<file path="src/rtl/blink_decoder_pkg.sv">
// Shared types for the blink-code receiver: FSM states and element codes.
package blink_decoder_pkg;

  // ST_DROP waits out an overflowed symbol until the next inter-symbol gap.
  typedef enum logic [2:0] {
    ST_IDLE,
    ST_MARK,
    ST_SPACE,
    ST_STUCK,
    ST_DROP
  } state_t;

  localparam logic ELEM_DOT  = 1'b0;
  localparam logic ELEM_DASH = 1'b1;

endpackage

</file>
<file path="src/rtl/blink_decoder_sync.sv">
// Blink line front end: 2-FF synchronizer, optional stability filter, rise/fall pulses.
// The filter is built only when BLINK_GLITCH_FILTER_EN is defined.
module blink_sync #(
  parameter int FILT_CYCLES = 16
) (
  input  logic clk,
  input  logic rst,
  input  logic din,
  output logic lvl,
  output logic rise,
  output logic fall
);

`ifdef BLINK_GLITCH_FILTER_EN
  localparam bit FILT_EN = 1'b1;
`else
  localparam bit FILT_EN = 1'b0;
`endif

  logic [1:0] sync_q;
  logic       lvl_q, lvl_d;

  always_ff @(posedge clk or negedge rst)
    if (!rst) sync_q <= '0;
    else      sync_q <= {sync_q[0], din};

  generate
    if (FILT_EN) begin : g_filt
      localparam int FW = (FILT_CYCLES > 1) ? $clog2(FILT_CYCLES) : 1;
      logic [FW-1:0] filt_cnt;

      // Adopt a new level only after it has differed for FILT_CYCLES straight clocks.
      always_ff @(posedge clk or negedge rst)
        if (!rst) begin
          filt_cnt <= '0;
          lvl_q    <= 1'b0;
        end else if (sync_q[1] == lvl_q) begin
          filt_cnt <= '0;
        end else if (filt_cnt == FW'(FILT_CYCLES - 1)) begin
          filt_cnt <= '0;
          lvl_q    <= sync_q[1];
        end else begin
          filt_cnt <= filt_cnt + FW'(1);
        end
    end else begin : g_nofilt
      assign lvl_q = sync_q[1];
    end
  endgenerate

  always_ff @(posedge clk or negedge rst)
    if (!rst) lvl_d <= 1'b0;
    else      lvl_d <= lvl_q;

  assign lvl  = lvl_q;
  assign rise = lvl_q & ~lvl_d;
  assign fall = ~lvl_q & lvl_d;

endmodule

</file>
<file path="src/rtl/blink_decoder.sv">
// Blink-coded LED receiver: times marks/spaces, builds dot/dash symbols, presents them on valid/ready.
// Define BLINK_GLITCH_FILTER_EN to reject input pulses shorter than FILT_CYCLES clocks.
module blink_decoder
  import blink_decoder_pkg::*;
#(
  parameter int CLK_HZ      = 32000000,
  parameter int TICK_HZ     = 1000,
  parameter int DOT_MAX     = 200,
  parameter int GAP_MIN     = 500,
  parameter int MARK_MAX    = 2000,
  parameter int MAX_BITS    = 8,
  parameter int FILT_CYCLES = 16,
  localparam int LEN_W      = $clog2(MAX_BITS + 1)
) (
  input  logic                clk,
  input  logic                rst,
  input  logic                blink_in,
  input  logic                sym_ready,
  output logic                sym_valid,
  output logic [MAX_BITS-1:0] sym_bits,
  output logic [LEN_W-1:0]    sym_len,
  output logic                busy,
  output logic                err_long,
  output logic                err_ovf,
  output logic                err_drop
);

  localparam int DIV     = CLK_HZ / TICK_HZ;
  localparam int PW      = (DIV > 1) ? $clog2(DIV) : 1;
  localparam int CNT_TOP = (MARK_MAX + 1 > GAP_MIN) ? MARK_MAX + 1 : GAP_MIN;
  localparam int CW      = $clog2(CNT_TOP + 1);

  logic                lvl, rise, fall, edge_ev, tick;
  logic [PW-1:0]       presc;
  logic [CW-1:0]       cnt, cnt_sat;
  state_t              state, state_n;
  logic                from_space;
  logic [MAX_BITS-1:0] shreg;
  logic [LEN_W-1:0]    len;
  logic                elem, shift_en, clr, emit, long_p, ovf_p;

  blink_sync #(.FILT_CYCLES(FILT_CYCLES)) u_sync (
    .clk  (clk),
    .rst  (rst),
    .din  (blink_in),
    .lvl  (lvl),
    .rise (rise),
    .fall (fall)
  );

  // Every edge restarts the timebase; a tick landing on an edge is not counted.
  assign edge_ev = rise | fall;
  assign tick    = (presc == PW'(DIV - 1)) && !edge_ev;
  assign cnt_sat = (state == ST_MARK) ? CW'(MARK_MAX + 1) : CW'(GAP_MIN);
  assign busy    = (state != ST_IDLE);

  always_ff @(posedge clk or negedge rst)
    if (!rst) begin
      presc <= '0;
      cnt   <= '0;
    end else if (edge_ev) begin
      presc <= '0;
      cnt   <= '0;
    end else if (tick) begin
      presc <= '0;
      if (cnt < cnt_sat) cnt <= cnt + CW'(1);
    end else begin
      presc <= presc + PW'(1);
    end

  always_comb begin
    state_n  = state;
    shift_en = 1'b0;
    clr      = 1'b0;
    emit     = 1'b0;
    long_p   = 1'b0;
    ovf_p    = 1'b0;
    elem     = (cnt > CW'(DOT_MAX)) ? ELEM_DASH : ELEM_DOT;
    case (state)
      ST_IDLE:  if (rise) state_n = ST_MARK;
      ST_MARK:
        if (fall) begin
          if (cnt == '0) begin
            state_n = from_space ? ST_SPACE : ST_IDLE;
          end else if (len == LEN_W'(MAX_BITS)) begin
            ovf_p   = 1'b1;
            clr     = 1'b1;
            state_n = ST_DROP;
          end else begin
            shift_en = 1'b1;
            state_n  = ST_SPACE;
          end
        end else if (tick && cnt == CW'(MARK_MAX)) begin
          long_p  = 1'b1;
          clr     = 1'b1;
          state_n = ST_STUCK;
        end
      ST_SPACE:
        if (rise) begin
          state_n = ST_MARK;
        end else if (tick && cnt == CW'(GAP_MIN - 1)) begin
          emit    = 1'b1;
          clr     = 1'b1;
          state_n = ST_IDLE;
        end
      ST_STUCK: if (fall) state_n = ST_IDLE;
      ST_DROP:  if (tick && !lvl && cnt == CW'(GAP_MIN - 1)) state_n = ST_IDLE;
      default:  state_n = ST_IDLE;
    endcase
  end

  always_ff @(posedge clk or negedge rst)
    if (!rst) begin
      state      <= ST_IDLE;
      from_space <= 1'b0;
      shreg      <= '0;
      len        <= '0;
    end else begin
      state <= state_n;
      // Remembered so a zero-tick mark can fall back to where it came from.
      if (rise && state != ST_MARK) from_space <= (state == ST_SPACE);
      if (clr) begin
        shreg <= '0;
        len   <= '0;
      end else if (shift_en) begin
        shreg <= shreg | (MAX_BITS'(elem) << len);
        len   <= len + LEN_W'(1);
      end
    end

  always_ff @(posedge clk or negedge rst)
    if (!rst) begin
      sym_valid <= 1'b0;
      sym_bits  <= '0;
      sym_len   <= '0;
      err_long  <= 1'b0;
      err_ovf   <= 1'b0;
      err_drop  <= 1'b0;
    end else begin
      err_long <= long_p;
      err_ovf  <= ovf_p;
      err_drop <= emit && sym_valid && !sym_ready;
      if (emit && (!sym_valid || sym_ready)) begin
        sym_valid <= 1'b1;
        sym_bits  <= shreg;
        sym_len   <= len;
      end else if (sym_valid && sym_ready) begin
        sym_valid <= 1'b0;
      end
    end

endmodule

</file>
<file path="config.mk">
export PLATFORM = sky130hd
export DESIGN_NAME = blink_decoder
export DESIGN_NICKNAME = d
export VERILOG_FILES = /design/src/rtl/blink_decoder_pkg.sv /design/src/rtl/blink_decoder_sync.sv /design/src/rtl/blink_decoder.sv
export SDC_FILE = /design/constraint.sdc
export NUM_CORES = 1
export LEC_CHECK = 0
export ABC_AREA = 1
export CORE_ASPECT_RATIO = 0.5
export CORE_MARGIN = 2
export CORE_UTILIZATION = 44
export CTS_BUF_LIST = sky130_fd_sc_hd__clkbuf_16
export CTS_CLUSTER_SIZE = 12
export DETAILED_ROUTE_END_ITERATION = 6
export PLACE_DENSITY_LB_ADDON = 0.15
export SLEW_MARGIN = 20
export SYNTH_ARGS = -nofsm -noshare
export SYNTH_HDL_FRONTEND = slang
export SYNTH_SLANG_ARGS = --single-unit
</file>
<file path="constraint.sdc">
create_clock -name clk -period 2.05 [get_ports clk]
set_clock_uncertainty 0.15 [all_clocks]
set_input_delay 0.41 -clock clk [delete_from_list [all_inputs] [get_ports clk]]
set_output_delay 0.41 -clock clk [all_outputs]
set_load 0.005 [all_outputs]
</file>
==> run metrics <==
outcome=completed; period utilisation layout=0.955; sequential share of the synthesized area=0.455; most common cell in the netlist=nor2_1; GRT Max-Usage Layer=met2; Ys Warns=0; Max Cap Violations=0; critical path capture point type=register; met2 GRT Util=0.314; Slew Limit Fails=0; first-pass GRT wire length=~12,000 um; post-route ant nets=0; RSZ-0062 raised after global routing=true; Mapped Nets=417; minimum clock period=1.96 ns; met1 Use GR=0.228; compound-cell area share of the yosys netlist=0.0873; I/O pins=21; Min-Delay Path Depth=0; routed via count=2,768; vias in the first global route=2,669; Final HPWL DP=4720 um; PwrDens=just over 800 mW/mm^2; Worst VDD drop=~0.5 mV; Post-synth EDFFs=0; Worst Hold Class=register to register; Layout Nets=461; Tot Pwr=3.45 mW; Filler Cells Inserted=639; # rows=22; Setup crit start kind=register; reg2reg path depth=10; final wirelength=~7000 um; final hold viol count=0; Distinct cells, synth=33; Die H=65.7 um; M3 GR Usage=0.0611; Hold WS=roughly 0.20 ns; WL/cell=13.2 um; Worst-path clk slew=0.05 ns; worst setup path class=register to register; simple-gate portion of the synthesized area=0.294; final setup fails=0; global route total overflow=0; GP Congestion=between 0.8 and 0.9; area post-placement=between 0.003 and 0.004 sq mm; CTS tree=yes; Slew @ Worst Pin=0.668 ns; mean post-synth cell area=~8.3 sq um; Die X=127 um; Max Fclk=just over 0.5 GHz; CTS Sinks=61; Synth area leader=dfrtp_1; Post-synth top cells=nor2_1 (70), nand2_1 (65), dfrtp_1 (61), inv_1 (57), nand3_1 (31); pin count of the biggest net entering global routing=just over 60; fin util=0.575; share of cells above drive strength 1=0.202; clock root buffer=clkbuf_16; Max Buffers Root-to-Sink=2; arrival time at the worst endpoint=2.03 ns; gr usage total=0.188; Yosys reg bits=61; growth of design area from synthesis to finish=26.0%; starting density of the core=0.456; H-tree depth=3; portion of netlist area occupied by mux cells=0; Antenna Cells=0; static leakage=1.99 nW; final instance area=0.00423 sq mm; Critical Path RT=2.12 ns; largest family of logic cells by synthesized area=simple AND/OR/NAND/NOR gates; Worst-Skew Late Latency=between 0.3 and 0.4 ns; Synth top area share=0.455; core area=0.00735 sq mm; Async SR Flop Fraction=1.00; port bufs=20; DRC=0; Synth Instances=402; Synth Cell Area=0.00335 sq mm; DR iter-0 viols=180; worst reg2reg setup slack=a little over 0.09 ns; ys flop type=dfrtp_1; Synth Area in Adders=0.0410; DR vias/cell=5.06; critical-path maximum fanout=12; antenna violations before repair=0; synth top area cells=dfrtp_1 (46%), nor2_1 (7.8%), nand2_1 (7.3%); number of buffers created by CTS=9; drt first pass iters=4; die area=between 0.008 and 0.009 sq mm; Worst slew margin=0.554; Synth Area in XOR/XNOR=0.0366
## layout by cell type, fill, tap and decap left out, types with 3 or more instances in the layout
cell type        count
nor3_1              12
nor2_4               6
nand2_2             12
nor2_2               3
inv_1               56
dfrtp_1             58
clkbuf_16            9
nor2_1              66
clkdlybuf4s50_1     18
o21ai_0              5
inv_2                4
nand3_4              7
nand2_1             61
o21ai_2             18
ha_1                10
nand2_4              4
nand4_1              4
bufinv_16            3
buf_4               12
dfrtp_2              3
a21oi_1             13
xor2_1              12
nand3_1             30
nor3b_1              3
## repair_timing
item | in CTS | in global routing
gates cloned | 1 | 4
setup buffers | 0 | 4
pin swaps | 0 | 6
endpoints found under the setup margin | 16 | 37
hold endpoints to repair | 61 | 0
gates resized for setup | 4 | 27
hold buffers | 1 | 0
## report_power, final
group / internal [mW] / switching [mW] / leakage [nW]
logic: 0.186 / 0.300 / 0.989
clock network: 1.17 / 0.506 / 0.169
registers: 1.25 / 0.0422 / 0.835
## final timing paths
kind                                                 start                    endpoint
worst max register to register        state[2]$_DFFE_PN0P_          cnt[3]$_DFFE_PN0P_
worst min register to register  u_sync.sync_q[0]$_DFF_PN0_  u_sync.sync_q[1]$_DFF_PN0_
worst min-delay path            u_sync.sync_q[0]$_DFF_PN0_  u_sync.sync_q[1]$_DFF_PN0_
worst max-delay path                  state[2]$_DFFE_PN0P_          cnt[3]$_DFFE_PN0P_
max in group asynchronous                              rst          cnt[1]$_DFFE_PN0P_
min in group asynchronous                              rst      sym_len[1]$_DFFE_PN0P_
## through the flow
step	worst slack, ns	instances	TNS (ns)
global route	-0.0260	547	-0.107
CTS	0.000687	539	0
global placement	0.00392	521	0
floorplan	0.0966	402	0
detailed placement	-0.0206	521	-0.0939
finish	0.0920	547	0
## final cells by class
class,count,area [sq um],area share
Clock buffer,9,225,0.0533
Clock inverter,7,106,0.0252
Inverter,60,233,0.0550
Multi-Input combinational cell,280,1700,0.401
Sequential cell,61,1530,0.362
Tap cell,96,120,0.0284
Timing Repair Buffer,34,318,0.0752
## metal layers
layer	vias up	routed length, um
met3	11	316
met4	0	98
met2	66	3500
met5	-	0
met1	1315	3280
li1	1376	-
## critical path, cell delays in order (launching register included)
cell and delay, ns:
dfrtp_1 0.41, inv_2 0.10, nand3_4 0.12, ha_1 0.30, nand4_1 0.13, nor2_1 0.16
nand2_2 0.10, nand2_4 0.13, nand2_8 0.11, nand2_1 0.09, o21ai_2 0.05
## state kept, by name, indices dropped and copies added (netlist names), 2 cells and up
| signal | flops |
|---|---|
| state | 3 |
| sym_len | 4 |
| sym_bits | 8 |
| u_sync.sync_q | 2 |
| presc | 15 |
| cnt | 11 |
| shreg | 8 |
| len | 4 |
## logic make-up (layout without fill, tap and decap cells)
kind of cell	after synthesis	in the layout
AO/OA/AOI/OAI	42	42
XOR/XNOR	14	14
adder cells (fa/ha/maj)	11	11
buffers and inverters	66	110
flip-flops	61	61
AND/OR/NAND/NOR	208	213
Power figures use the tool's default switching activity.
